File: config.mk
export PLATFORM = sky130hd
export DESIGN_NAME = ps2_pad_responder
export DESIGN_NICKNAME = d
export VERILOG_FILES = /design/src/rtl/ps2_pkg.sv /design/src/rtl/ps2_sync.sv /design/src/rtl/ps2_pad_responder.sv
export SDC_FILE = /design/constraint.sdc
export NUM_CORES = 1
export LEC_CHECK = 0
export CAP_MARGIN = 40
export CORE_ASPECT_RATIO = 1.4
export CORE_MARGIN = 1.5
export CORE_UTILIZATION = 52
export CTS_CLUSTER_SIZE = 8
export DETAILED_ROUTE_END_ITERATION = 10
export HOLD_SLACK_MARGIN = 0.06
export PLACE_DENSITY_LB_ADDON = 0.08
export SLEW_MARGIN = 5
export SYNTH_ARGS = -nofsm -noshare
export SYNTH_HDL_FRONTEND = slang
export SYNTH_HIERARCHICAL = 1
export SYNTH_SLANG_ARGS = --single-unit
File: constraint.sdc
create_clock -name CLOCK_50 -period 2 [get_ports CLOCK_50]
set_input_delay 0.3 -clock CLOCK_50 [delete_from_list [all_inputs] [get_ports CLOCK_50]]
set_output_delay 0.3 -clock CLOCK_50 [all_outputs]
set_load 0.01 [all_outputs]
File: src/rtl/ps2_pkg.sv
`default_nettype none
// ============================================================================
// Package : ps2_pkg
// Brief   : Shared constants, state type and tx-byte selector for the PS2 pad.
// Revision: 1.0 - initial release
// ============================================================================
package ps2_pkg;

  localparam logic [7:0]  PS2_CMD_START   = 8'h01;
  localparam logic [7:0]  PS2_CMD_POLL    = 8'h42;
  localparam logic [7:0]  PS2_READY       = 8'h5A;
  localparam int unsigned PS2_FRAME_BYTES = 5;

  localparam logic [7:0]  PS2_IDLE_BYTE   = 8'hFF;
  localparam logic [2:0]  PS2_LAST_BYTE   = 3'(PS2_FRAME_BYTES - 1);

  typedef enum logic [2:0] {
    IDLE      = 3'd0,
    SHIFT     = 3'd1,
    ACK_WAIT  = 3'd2,
    ACK_PULSE = 3'd3,
    ABORT     = 3'd4,
    DONE      = 3'd5
  } ps2_state_e;

  // Response byte for a given position in the digital-mode poll frame.
  function automatic logic [7:0] ps2_tx_byte(
    input logic [2:0]  idx,
    input logic [7:0]  pad_id,
    input logic [15:0] snap
  );
    logic [7:0] b;
    case (idx)
      3'd0:    b = PS2_IDLE_BYTE;
      3'd1:    b = pad_id;
      3'd2:    b = PS2_READY;
      3'd3:    b = snap[7:0];
      default: b = snap[15:8];
    endcase
    return b;
  endfunction

endpackage : ps2_pkg
`default_nettype wire

File: src/rtl/ps2_sync.sv
`default_nettype none
// ============================================================================
// Module  : ps2_sync
// Brief   : Two-flop synchronizer with registered rise/fall pulses.
// Revision: 1.0 - initial release
// ============================================================================
module ps2_sync #(
  parameter logic RESET_VAL = 1'b1
) (
  input  logic clk,
  input  logic rst_n,
  input  logic async_in,
  output logic sync_out,
  output logic rise,
  output logic fall
);

  logic meta_q, meta_d;
  logic sync_q, sync_d;
  logic rise_q, rise_d;
  logic fall_q, fall_d;

  // Edge pulses compare the two stages so they line up with sync_q,
  // keeping pin-to-action latency at three cycles.
  always_comb begin
    meta_d = async_in;
    sync_d = meta_q;
    rise_d = meta_q & ~sync_q;
    fall_d = ~meta_q & sync_q;
  end

  always_ff @(posedge clk or negedge rst_n) begin
    if (!rst_n) begin
      meta_q <= RESET_VAL;
      sync_q <= RESET_VAL;
      rise_q <= 1'b0;
      fall_q <= 1'b0;
    end else begin
      meta_q <= meta_d;
      sync_q <= sync_d;
      rise_q <= rise_d;
      fall_q <= fall_d;
    end
  end

  assign sync_out = sync_q;
  assign rise     = rise_q;
  assign fall     = fall_q;

endmodule : ps2_sync
`default_nettype wire

File: src/rtl/ps2_pad_responder.sv
`default_nettype none
// ============================================================================
// Module  : ps2_pad_responder
// Brief   : PS2 digital pad emulator answering the 5-byte host poll frame.
// Revision: 1.0 - initial release
// ============================================================================
module ps2_pad_responder
  import ps2_pkg::*;
#(
  parameter int unsigned ACK_DELAY = 100,
  parameter int unsigned ACK_WIDTH = 150,
  parameter logic [7:0]  PAD_ID    = 8'h41
) (
  input  logic        CLOCK_50,
  input  logic        resetn,
  input  logic [15:0] buttons_n,
  input  logic        ps_att_n,
  input  logic        ps_clk,
  input  logic        ps_cmd,
  output logic        ps_dat,
  output logic        ps_ack_n,
  output logic [7:0]  cmd_byte,
  output logic        cmd_valid,
  output logic        busy
);

  localparam logic [7:0] C_DELAY_LAST = 8'(ACK_DELAY);
  localparam logic [7:0] C_WIDTH_LAST = 8'(ACK_WIDTH - 1);

  logic w_att_sync, w_att_rise, w_att_fall;
  logic w_clk_sync, w_clk_rise, w_clk_fall;
  logic w_cmd_sync, w_cmd_rise, w_cmd_fall;
  logic w_unused;

  ps2_sync #(.RESET_VAL(1'b1)) u_sync_att (
    .clk      (CLOCK_50),
    .rst_n    (resetn),
    .async_in (ps_att_n),
    .sync_out (w_att_sync),
    .rise     (w_att_rise),
    .fall     (w_att_fall)
  );

  ps2_sync #(.RESET_VAL(1'b1)) u_sync_clk (
    .clk      (CLOCK_50),
    .rst_n    (resetn),
    .async_in (ps_clk),
    .sync_out (w_clk_sync),
    .rise     (w_clk_rise),
    .fall     (w_clk_fall)
  );

  ps2_sync #(.RESET_VAL(1'b1)) u_sync_cmd (
    .clk      (CLOCK_50),
    .rst_n    (resetn),
    .async_in (ps_cmd),
    .sync_out (w_cmd_sync),
    .rise     (w_cmd_rise),
    .fall     (w_cmd_fall)
  );

  assign w_unused = ^{w_att_sync, w_clk_sync, w_cmd_rise, w_cmd_fall};

  ps2_state_e  state_q,     state_d;
  logic [2:0]  byte_idx_q,  byte_idx_d;
  logic [2:0]  bit_idx_q,   bit_idx_d;
  logic [7:0]  cnt_q,       cnt_d;
  logic [7:0]  tx_q,        tx_d;
  logic [7:0]  rx_q,        rx_d;
  logic [15:0] snap_q,      snap_d;
  logic        dat_q,       dat_d;
  logic        ack_n_q,     ack_n_d;
  logic [7:0]  cmd_byte_q,  cmd_byte_d;
  logic        cmd_valid_q, cmd_valid_d;
  logic        busy_q,      busy_d;

  logic [7:0]  w_rx_next;
  logic [2:0]  w_byte_next;
  logic        w_bad_header;

  always_comb begin
    state_d     = state_q;
    byte_idx_d  = byte_idx_q;
    bit_idx_d   = bit_idx_q;
    cnt_d       = cnt_q;
    tx_d        = tx_q;
    rx_d        = rx_q;
    snap_d      = snap_q;
    dat_d       = dat_q;
    ack_n_d     = ack_n_q;
    cmd_byte_d  = cmd_byte_q;
    cmd_valid_d = 1'b0;
    busy_d      = busy_q;

    w_rx_next            = rx_q;
    w_rx_next[bit_idx_q] = w_cmd_sync;
    w_byte_next  = (byte_idx_q == PS2_LAST_BYTE) ? byte_idx_q : byte_idx_q + 3'd1;
    w_bad_header = ((byte_idx_q == 3'd0) && (w_rx_next != PS2_CMD_START)) ||
                   ((byte_idx_q == 3'd1) && (w_rx_next != PS2_CMD_POLL));

    unique case (state_q)
      IDLE: begin
        if (w_att_fall) begin
          state_d    = SHIFT;
          snap_d     = buttons_n;
          byte_idx_d = 3'd0;
          bit_idx_d  = 3'd0;
          cnt_d      = 8'd0;
          rx_d       = 8'd0;
          tx_d       = ps2_tx_byte(3'd0, PAD_ID, buttons_n);
          busy_d     = 1'b1;
        end
      end

      SHIFT: begin
        if (w_clk_fall) begin
          dat_d = tx_q[bit_idx_q];
        end
        if (w_clk_rise) begin
          rx_d      = w_rx_next;
          bit_idx_d = bit_idx_q + 3'd1;
          if (bit_idx_q == 3'd7) begin
            cmd_byte_d  = w_rx_next;
            cmd_valid_d = 1'b1;
            cnt_d       = 8'd0;
            if (w_bad_header) begin
              state_d = ABORT;
              dat_d   = 1'b1;
              busy_d  = 1'b0;
            end else if (byte_idx_q == PS2_LAST_BYTE) begin
              // The protocol gives no ACK after the final byte.
              state_d = DONE;
              dat_d   = 1'b1;
              busy_d  = 1'b0;
            end else begin
              state_d = ACK_WAIT;
            end
          end
        end
      end

      ACK_WAIT: begin
        if (cnt_q == C_DELAY_LAST) begin
          state_d = ACK_PULSE;
          ack_n_d = 1'b0;
          cnt_d   = 8'd0;
        end else begin
          cnt_d = cnt_q + 8'd1;
        end
      end

      ACK_PULSE: begin
        if (cnt_q == C_WIDTH_LAST) begin
          state_d    = SHIFT;
          ack_n_d    = 1'b1;
          cnt_d      = 8'd0;
          bit_idx_d  = 3'd0;
          byte_idx_d = w_byte_next;
          tx_d       = ps2_tx_byte(w_byte_next, PAD_ID, snap_q);
        end else begin
          cnt_d = cnt_q + 8'd1;
        end
      end

      ABORT, DONE: begin
        dat_d   = 1'b1;
        ack_n_d = 1'b1;
        busy_d  = 1'b0;
      end

      default: begin
        state_d = IDLE;
        dat_d   = 1'b1;
        ack_n_d = 1'b1;
        busy_d  = 1'b0;
      end
    endcase

    // Host deselect wins over everything, including a byte completing now.
    if ((state_q != IDLE) && w_att_rise) begin
      state_d     = IDLE;
      dat_d       = 1'b1;
      ack_n_d     = 1'b1;
      busy_d      = 1'b0;
      cnt_d       = 8'd0;
      bit_idx_d   = 3'd0;
      byte_idx_d  = 3'd0;
      rx_d        = rx_q;
      cmd_byte_d  = cmd_byte_q;
      cmd_valid_d = 1'b0;
    end
  end

  always_ff @(posedge CLOCK_50 or negedge resetn) begin
    if (!resetn) begin
      state_q     <= IDLE;
      byte_idx_q  <= 3'd0;
      bit_idx_q   <= 3'd0;
      cnt_q       <= 8'd0;
      tx_q        <= PS2_IDLE_BYTE;
      rx_q        <= 8'd0;
      snap_q      <= 16'hFFFF;
      dat_q       <= 1'b1;
      ack_n_q     <= 1'b1;
      cmd_byte_q  <= 8'd0;
      cmd_valid_q <= 1'b0;
      busy_q      <= 1'b0;
    end else begin
      state_q     <= state_d;
      byte_idx_q  <= byte_idx_d;
      bit_idx_q   <= bit_idx_d;
      cnt_q       <= cnt_d;
      tx_q        <= tx_d;
      rx_q        <= rx_d;
      snap_q      <= snap_d;
      dat_q       <= dat_d;
      ack_n_q     <= ack_n_d;
      cmd_byte_q  <= cmd_byte_d;
      cmd_valid_q <= cmd_valid_d;
      busy_q      <= busy_d;
    end
  end

  assign ps_dat    = dat_q;
  assign ps_ack_n  = ack_n_q;
  assign cmd_byte  = cmd_byte_q;
  assign cmd_valid = cmd_valid_q;
  assign busy      = busy_q;

endmodule : ps2_pad_responder
`default_nettype wire

==> results of run 1 <==
-- layer usage --
| layer | routed length, microns | vias up | part of all wire, % | global-route usage (%) |
|---|---|---|---|---|
| met2 | 4090 | 50 | 52 | 37.4 |
| li1 | - | 1405 | - | - |
| met4 | 214 | 0 | 2.7 | 12.3 |
| met5 | 0 | - | 0 | 0 |
| met1 | 3350 | 1417 | 43 | 30.0 |
| met3 | 180 | 17 | 2.3 | 3.35 |
-- final timing paths --
path / slack, ns / endpoint / start / cells after the start
max: 0.06 / state_q[2] / bit_idx_q[2] / 7
min: 0.35 / u_sync_cmd/meta_q / ps_cmd / 1
max reg2reg: 0.06 / state_q[2] / bit_idx_q[2] / 7
min reg2reg: 0.36 / u_sync_cmd/sync_out / u_sync_cmd/meta_q / 0
max in group asynchronous: 1.15 / snap_q[5] / resetn / 3
min in group asynchronous: 0.52 / cmd_byte[4] / resetn / 3
-- what timing repair did --
action / 4_1_cts / 5_1_grt
setup endpoints to repair: 4 / 28
endpoints found under the hold margin: 39 / 0
gates resized for setup: 7 / 36
cloned: 0 / 0
pin swaps: 2 / 9
buffers inserted: 0 / 4
hold buffers: 1 / 0
-- placed cells by master, fill, tap and decap left out, drive strengths merged, types with 9 or more instances in the layout --
cell type	count
nor2	21
buf	36
mux2	16
nor3	15
nand2	39
o21ai	37
clkbuf	11
ha	9
nand2b	9
clkdlybuf4s50	31
dfstp	32
mux2i	9
a21oi	16
dfrtp	39
inv	12
-- cell type report --
type                    count  area [sq um]  area share (%)
multi-input cells         251          1830            39.0
clock inverters             5           105            2.24
flip-flops and latches     71          1820            38.8
inverters                  12          45.0           0.960
clock buffers              11           141            3.01
repair buffers             68           632            13.5
well taps                  95           119            2.53
-- worst max-delay path, delay by kind of cell, from the launching register on --
kind | cells | cell delay, ns
simple gates | 2 | 0.43
compound gates | 4 | 0.79
buf+inv | 1 | 0.18
flops | 1 | 0.42
-- sequential cells by signal, summed over array words and instances, names as in the netlist, 3 cells and up --
name / count
snap_q: 16
rx_q: 8
cnt_q: 8
state_q: 3
tx_q: 8
cmd_byte: 8
bit_idx_q: 3
byte_idx_q: 3
-- per-stage QoR --
step	hold WS [ns]	power, mW
final	0.350	4.68
after global routing	0.347	4.95
after CTS	0.337	4.63
after detailed placement	0.347	3.21
after global placement	0.347	3.17
after floorplan	0.00441	2.77
-- power groups by stage --
stage	Clock [mW]	Combinational [mW]	Sequential [mW]
3_3_place_gp	0	1.15	2.01
2_1_floorplan	0	0.817	1.96
6_report	1.39	1.27	2.02
3_5_place_dp	0	1.18	2.03
5_1_grt	1.50	1.39	2.06
4_1_cts	1.42	1.19	2.01
==> results.txt, run 1 <==
----------------------------------------------------
[Status]
  Run status ... finished clean

[Flow run]
  Maximum Capacitance Violations ... 0

[Global route]
  Global-route wire length before repair ... ~13000 microns
  Overall Global Routing Usage ... a little under a quarter
  Pin count of the biggest net entering global routing ... 72
  GR Overflow Total ... 0
  Via count of the first global-routing pass ... approximately 2800
  Number of antenna violations at the first check in global routing ... 0

[Place]
  Quantity of I/O buffers inserted on ports ... 32
  Gpl congestion ... 0.869
  Placement Setup Slack ... -0.127 ns
  Number of instances in the placed design ... 492
  Cell Area, Placed ... roughly 4200 sq um
  HPWL after detailed placement ... 5360 microns

[Power and ir drop]
  Comb pwr share ... 27.0%
  Share of total power in the clock network ... between 20% and 30%
  Net switching power ... about 1.4 mW
  Sw Ratio ... 29.4%
  Reported leakage power ... 1.90 nW
  Peak VDD IR ... 0.975 mV
  Internal cell power ... about 3.3 mW
  Ratio of total power to cell area ... 998 nW/um^2
  Seq pwr share ... a little over two fifths

[Timing]
  Max Fclk ... 515 MHz
  Setup TNS after final layout ... 0 ns
  Worst slew slack as a fraction of its limit ... 70.7%
  Total count of hold-check failures in the final report ... 0
  Final worst-path cycle share ... 97.0%
  Measured slew at the worst slew-check pin ... roughly 0.44 ns
  Count of final setup violators ... 0
  Period minus WS final ... approximately 1.9 ns
  RSZ-0062 raised after global routing ... yes
  Skew final ... 0.00830 ns
  Count of final max-slew check failures ... 0
  PnR worst setup slack ... around 0.06 ns

[Worst setup path]
  Slowest CP cell ... dfrtp_1
  Startpoint kind of the worst setup timing path ... flop
  Maximum net fanout on the critical path ... 8
  Delay contributed by the slowest stage of the critical path ... 0.42 ns
  Critical Path RT ... 2.24 ns
  Worst setup path category ... reg -> reg
  Endpoint class of the critical path ... flop
  Worst EP arrival ... 2.18 ns
  Cells traversed along the worst timing path ... buf_4 > nor4b_4 > a41oi_2 > o21a_1 > o311ai_2 > nand2_2 > a32o_1

[Finish]
  Share of final-layout standard cells stronger than drive strength 1 ... 31.6%
  Growth of design area from synthesis to finish ... 28.4%
  Net count reported at finish ... 443
  Post-route standard cell area excluding fillers ... 4690 sq um
  # fillers ... 559
  Post-route core utilization ... 68.1%
  Antenna diodes ... 0
  Post-route insts no fill ... 513

[Floorplanning]
  Starting Density ... 53.0%
  Die Wd ... 73.9 microns
  Core area ... approximately 6900 sq um
  Number of top-level design ports ... 33
  Area of the die ... 7550 sq um
  Placement row count ... 36
  Vert. Die Dim ... 102 microns

[Synthesis]
  Warning count from the yosys run ... 6
  Post-synthesis average cell area ... between 10 and 15 sq um
  Area of the mapped netlist ... roughly 3700 sq um
  Cell count after synthesis ... 353
  Post-synth net total ... 383

[CTS]
  Max Root-Sink Buffers ... 2
  CTS root buffer ... clkbuf_8
  CTS Sinks ... 71
  Source-to-sink clock delay at the later pin of the worst-skew pair ... 0.35 ns
  CTS H-Tree Depth ... 3
  Reg clk slew, reported paths ... 0.08 ns
  Clock buffers created by TritonCTS ... 9
  CTS tree ... built

[Routing]
  Number of vias per cell ... 5.63
  Number of remaining DRC errors ... 0
  Vias ... roughly 2900
  Wire length per cell ... ~15 microns
  1st-iter DRT viols ... 82
  First-pass detailed-route iteration total ... 4
  Wirelength, routed ... 7830 microns
  Count of antenna-violating nets left after detailed routing ... 0

[Worst hold path]
  Worst min-delay path class ... in -> reg

----------------------------------------------------
(Power assumes the default switching activity.)
==> inputs of run 2 (changes only) <==
--- a/config.mk
+++ b/config.mk
@@ -6,7 +6,7 @@
 export NUM_CORES = 1
 export LEC_CHECK = 0
 export CAP_MARGIN = 40
-export CORE_ASPECT_RATIO = 1.4
+export CORE_ASPECT_RATIO = 1.75
 export CORE_MARGIN = 1.5
 export CORE_UTILIZATION = 52
 export CTS_CLUSTER_SIZE = 8
==> run 2 against run 1 <==
The flow now finishes with violations (setup timing). Largest cell class unchanged. Core utilization rose by 3.9 points. Largest power group unchanged. Global-route usage up 0.088 points. Sequential power shrank 2%. Clock power grew 5%. Clock-buffer cell count is 1 higher. Via count up 2.2%. Worst setup slack worse by 0.097 ns. Non-clock buffer count up 9. Critical path depth is 1 lower. Clock skew decreased by 0.0032 ns. Cell area up 5.1%.
==> results.txt, run 2 (same netlist as run 1, synthesis figures left out) <==
----------------------------------------------------
[CTS]
  Clock buffers created by TritonCTS ... 9
  Source-to-sink clock delay at the later pin of the worst-skew pair ... between 0.3 and 0.4 ns
  CTS Sinks ... 71
  CTS root buffer ... clkbuf_16
  Reg clk slew, reported paths ... 0.06 ns
  CTS H-Tree Depth ... 3
  CTS tree ... built
  Max Root-Sink Buffers ... 2

[Finish]
  Highest-count cells in the layout ignoring fill and taps ... nand2_1 (39), dfrtp_1 (37), buf_4 (36)
  Growth of design area from synthesis to finish ... 35.0%
  Most common cell after layout, fill and taps aside ... nand2_1
  # fillers ... 508
  Area occupied by multi-input gates ... 1930 sq um
  Post-route core utilization ... 71.9%
  Sequential cell area ... around 1800 sq um
  Net count reported at finish ... between 400 and 500
  Register bank with the most flops ... snap_q
  Share of final-layout standard cells stronger than drive strength 1 ... 36.1%
  Number of flip-flops in the largest register ... 16
  Antenna diodes ... 0
  Post-route standard cell area excluding fillers ... between 4000 and 5000 sq um

[Timing]
  Period minus WS final ... 2.04 ns
  PnR worst setup slack ... -0.0379 ns
  Worst slew slack as a fraction of its limit ... 74.3%
  Max Fclk ... 491 MHz
  Total count of hold-check failures in the final report ... 0
  Setup TNS after final layout ... -0.0379 ns
  RSZ-0062 raised after global routing ... yes
  Count of final setup violators ... 1
  Measured slew at the worst slew-check pin ... 0.375 ns
  Count of final max-slew check failures ... 0
  Skew final ... 0.00508 ns
  Final worst-path cycle share ... 102%

[Worst setup path]
  Critical Path RT ... between 2 and 2.5 ns
  Endpoint class of the critical path ... flop
  Delay contributed by the slowest stage of the critical path ... 0.44 ns
  Maximum net fanout on the critical path ... 4
  Worst EP arrival ... 2.25 ns
  Slowest CP cell ... dfrtp_2
  Worst setup path category ... reg -> reg
  Cells traversed along the worst timing path ... nand2b_1 > a2111oi_4 > o221ai_2 > o311ai_1 > nand2_1 > a32o_1
  Startpoint kind of the worst setup timing path ... flop

[Status]
  Run status ... complete, but fails checks
  Violated checks ... setup timing

[Place]
  Quantity of I/O buffers inserted on ports ... 32
  Gpl congestion ... slightly below 0.9
  Placement Setup Slack ... -0.0586 ns
  Cell Area, Placed ... about 4300 sq um
  HPWL after detailed placement ... 5510 microns

[Routing]
  Count of antenna-violating nets left after detailed routing ... 0
  Number of vias per cell ... roughly 5.8
  Number of remaining DRC errors ... 0
  Wirelength, routed ... just over 8000 microns
  First-pass detailed-route iteration total ... 5
  Wire length per cell ... ~16 microns
  1st-iter DRT viols ... 169
  Vias ... about 3000

[Floorplanning]
  Core area ... 6860 sq um
  Die Wd ... approximately 66 microns
  Number of top-level design ports ... 33
  Starting Density ... between 50% and 60%
  Placement row count ... 40
  Area of the die ... 7560 sq um
  Vert. Die Dim ... 114 microns

[Global route]
  Global-route wire length before repair ... 13400 microns
  Number of antenna violations at the first check in global routing ... 0
  GR Overflow Total ... 0
  Pin count of the biggest net entering global routing ... between 70 and 80
  Via count of the first global-routing pass ... 2891
  Overall Global Routing Usage ... 23.3%

[Worst hold path]
  Worst min-delay path class ... reg -> reg

[Power and ir drop]
  Comb pwr share ... between 20% and 30%
  Ratio of total power to cell area ... 981 nW/um^2
  Reported leakage power ... approximately 2 nW
  Internal cell power ... 3.39 mW
  Peak VDD IR ... 0.742 mV
  Share of total power in the clock network ... 30.3%
  Net switching power ... 1.45 mW
  Sw Ratio ... 30.0%
  Seq pwr share ... between 40% and 50%
  Power consumption ... 4.84 mW

[Flow run]
  Maximum Capacitance Violations ... 0

----------------------------------------------------
## run 2: cell type report
cell class	count	share of cell area [%]
Multi-Input combinational cell	251	39.2
Sequential cell	71	37.0
Timing Repair Buffer	77	15.1
Clock buffer	12	5.23
Tap cell	84	2.13
Inverter	12	0.913
Clock inverter	4	0.406
## run 2: worst paths after layout
kind	start	endpoint	slack, ns	cells after the start
min reg2reg	u_sync_cmd/meta_q	u_sync_cmd/sync_out	0.36	0
min	u_sync_cmd/meta_q	u_sync_cmd/sync_out	0.36	0
max in group asynchronous	resetn	snap_q[13]	1.13	3
max	bit_idx_q[1]	state_q[2]	-0.04	6
max reg2reg	bit_idx_q[1]	state_q[2]	-0.04	6
min in group asynchronous	resetn	cmd_valid	0.51	3
## run 2: worst max-delay path, delay by kind of cell, from the launching register on
family,cells,cell delay (ns)
AOI/OAI and AO/OA,4,1.06
and+or+nand+nor,2,0.41
DFF,1,0.44
## run 2: repair_timing
action	in CTS	in global routing
hold buffers	1	0
pin swaps	3	14
gates cloned	0	1
resized for setup	7	62
setup buffers	2	9
endpoints found under the setup margin	9	23
endpoints found under the hold margin	39	0
## run 2: through the flow
step                      hold slack (ns)  cells
after floorplan                   0.00441    353
after global placement              0.347    483
after detailed placement            0.347    483
after CTS                           0.355    502
after global routing                0.360    511
final                               0.358    511
## run 2: routing by layer
layer / part of all wire (%) / vias to the layer above / track usage, %
met5: 0 / - / 0
met4: 3.4 / 0 / 11.3
met3: 3.1 / 17 / 4.73
met2: 54 / 63 / 39.5
met1: 40 / 1453 / 27.5
li1: - / 1421 / -
## run 2: power by group through the flow
stage	Sequential [mW]	Combinational (mW)	Clock (mW)
final	1.98	1.39	1.46
after global routing	2.02	1.52	1.56
after CTS	1.98	1.24	1.50
after detailed placement	2.00	1.21	0
after global placement	1.99	1.19	0
after floorplan	1.96	0.817	0
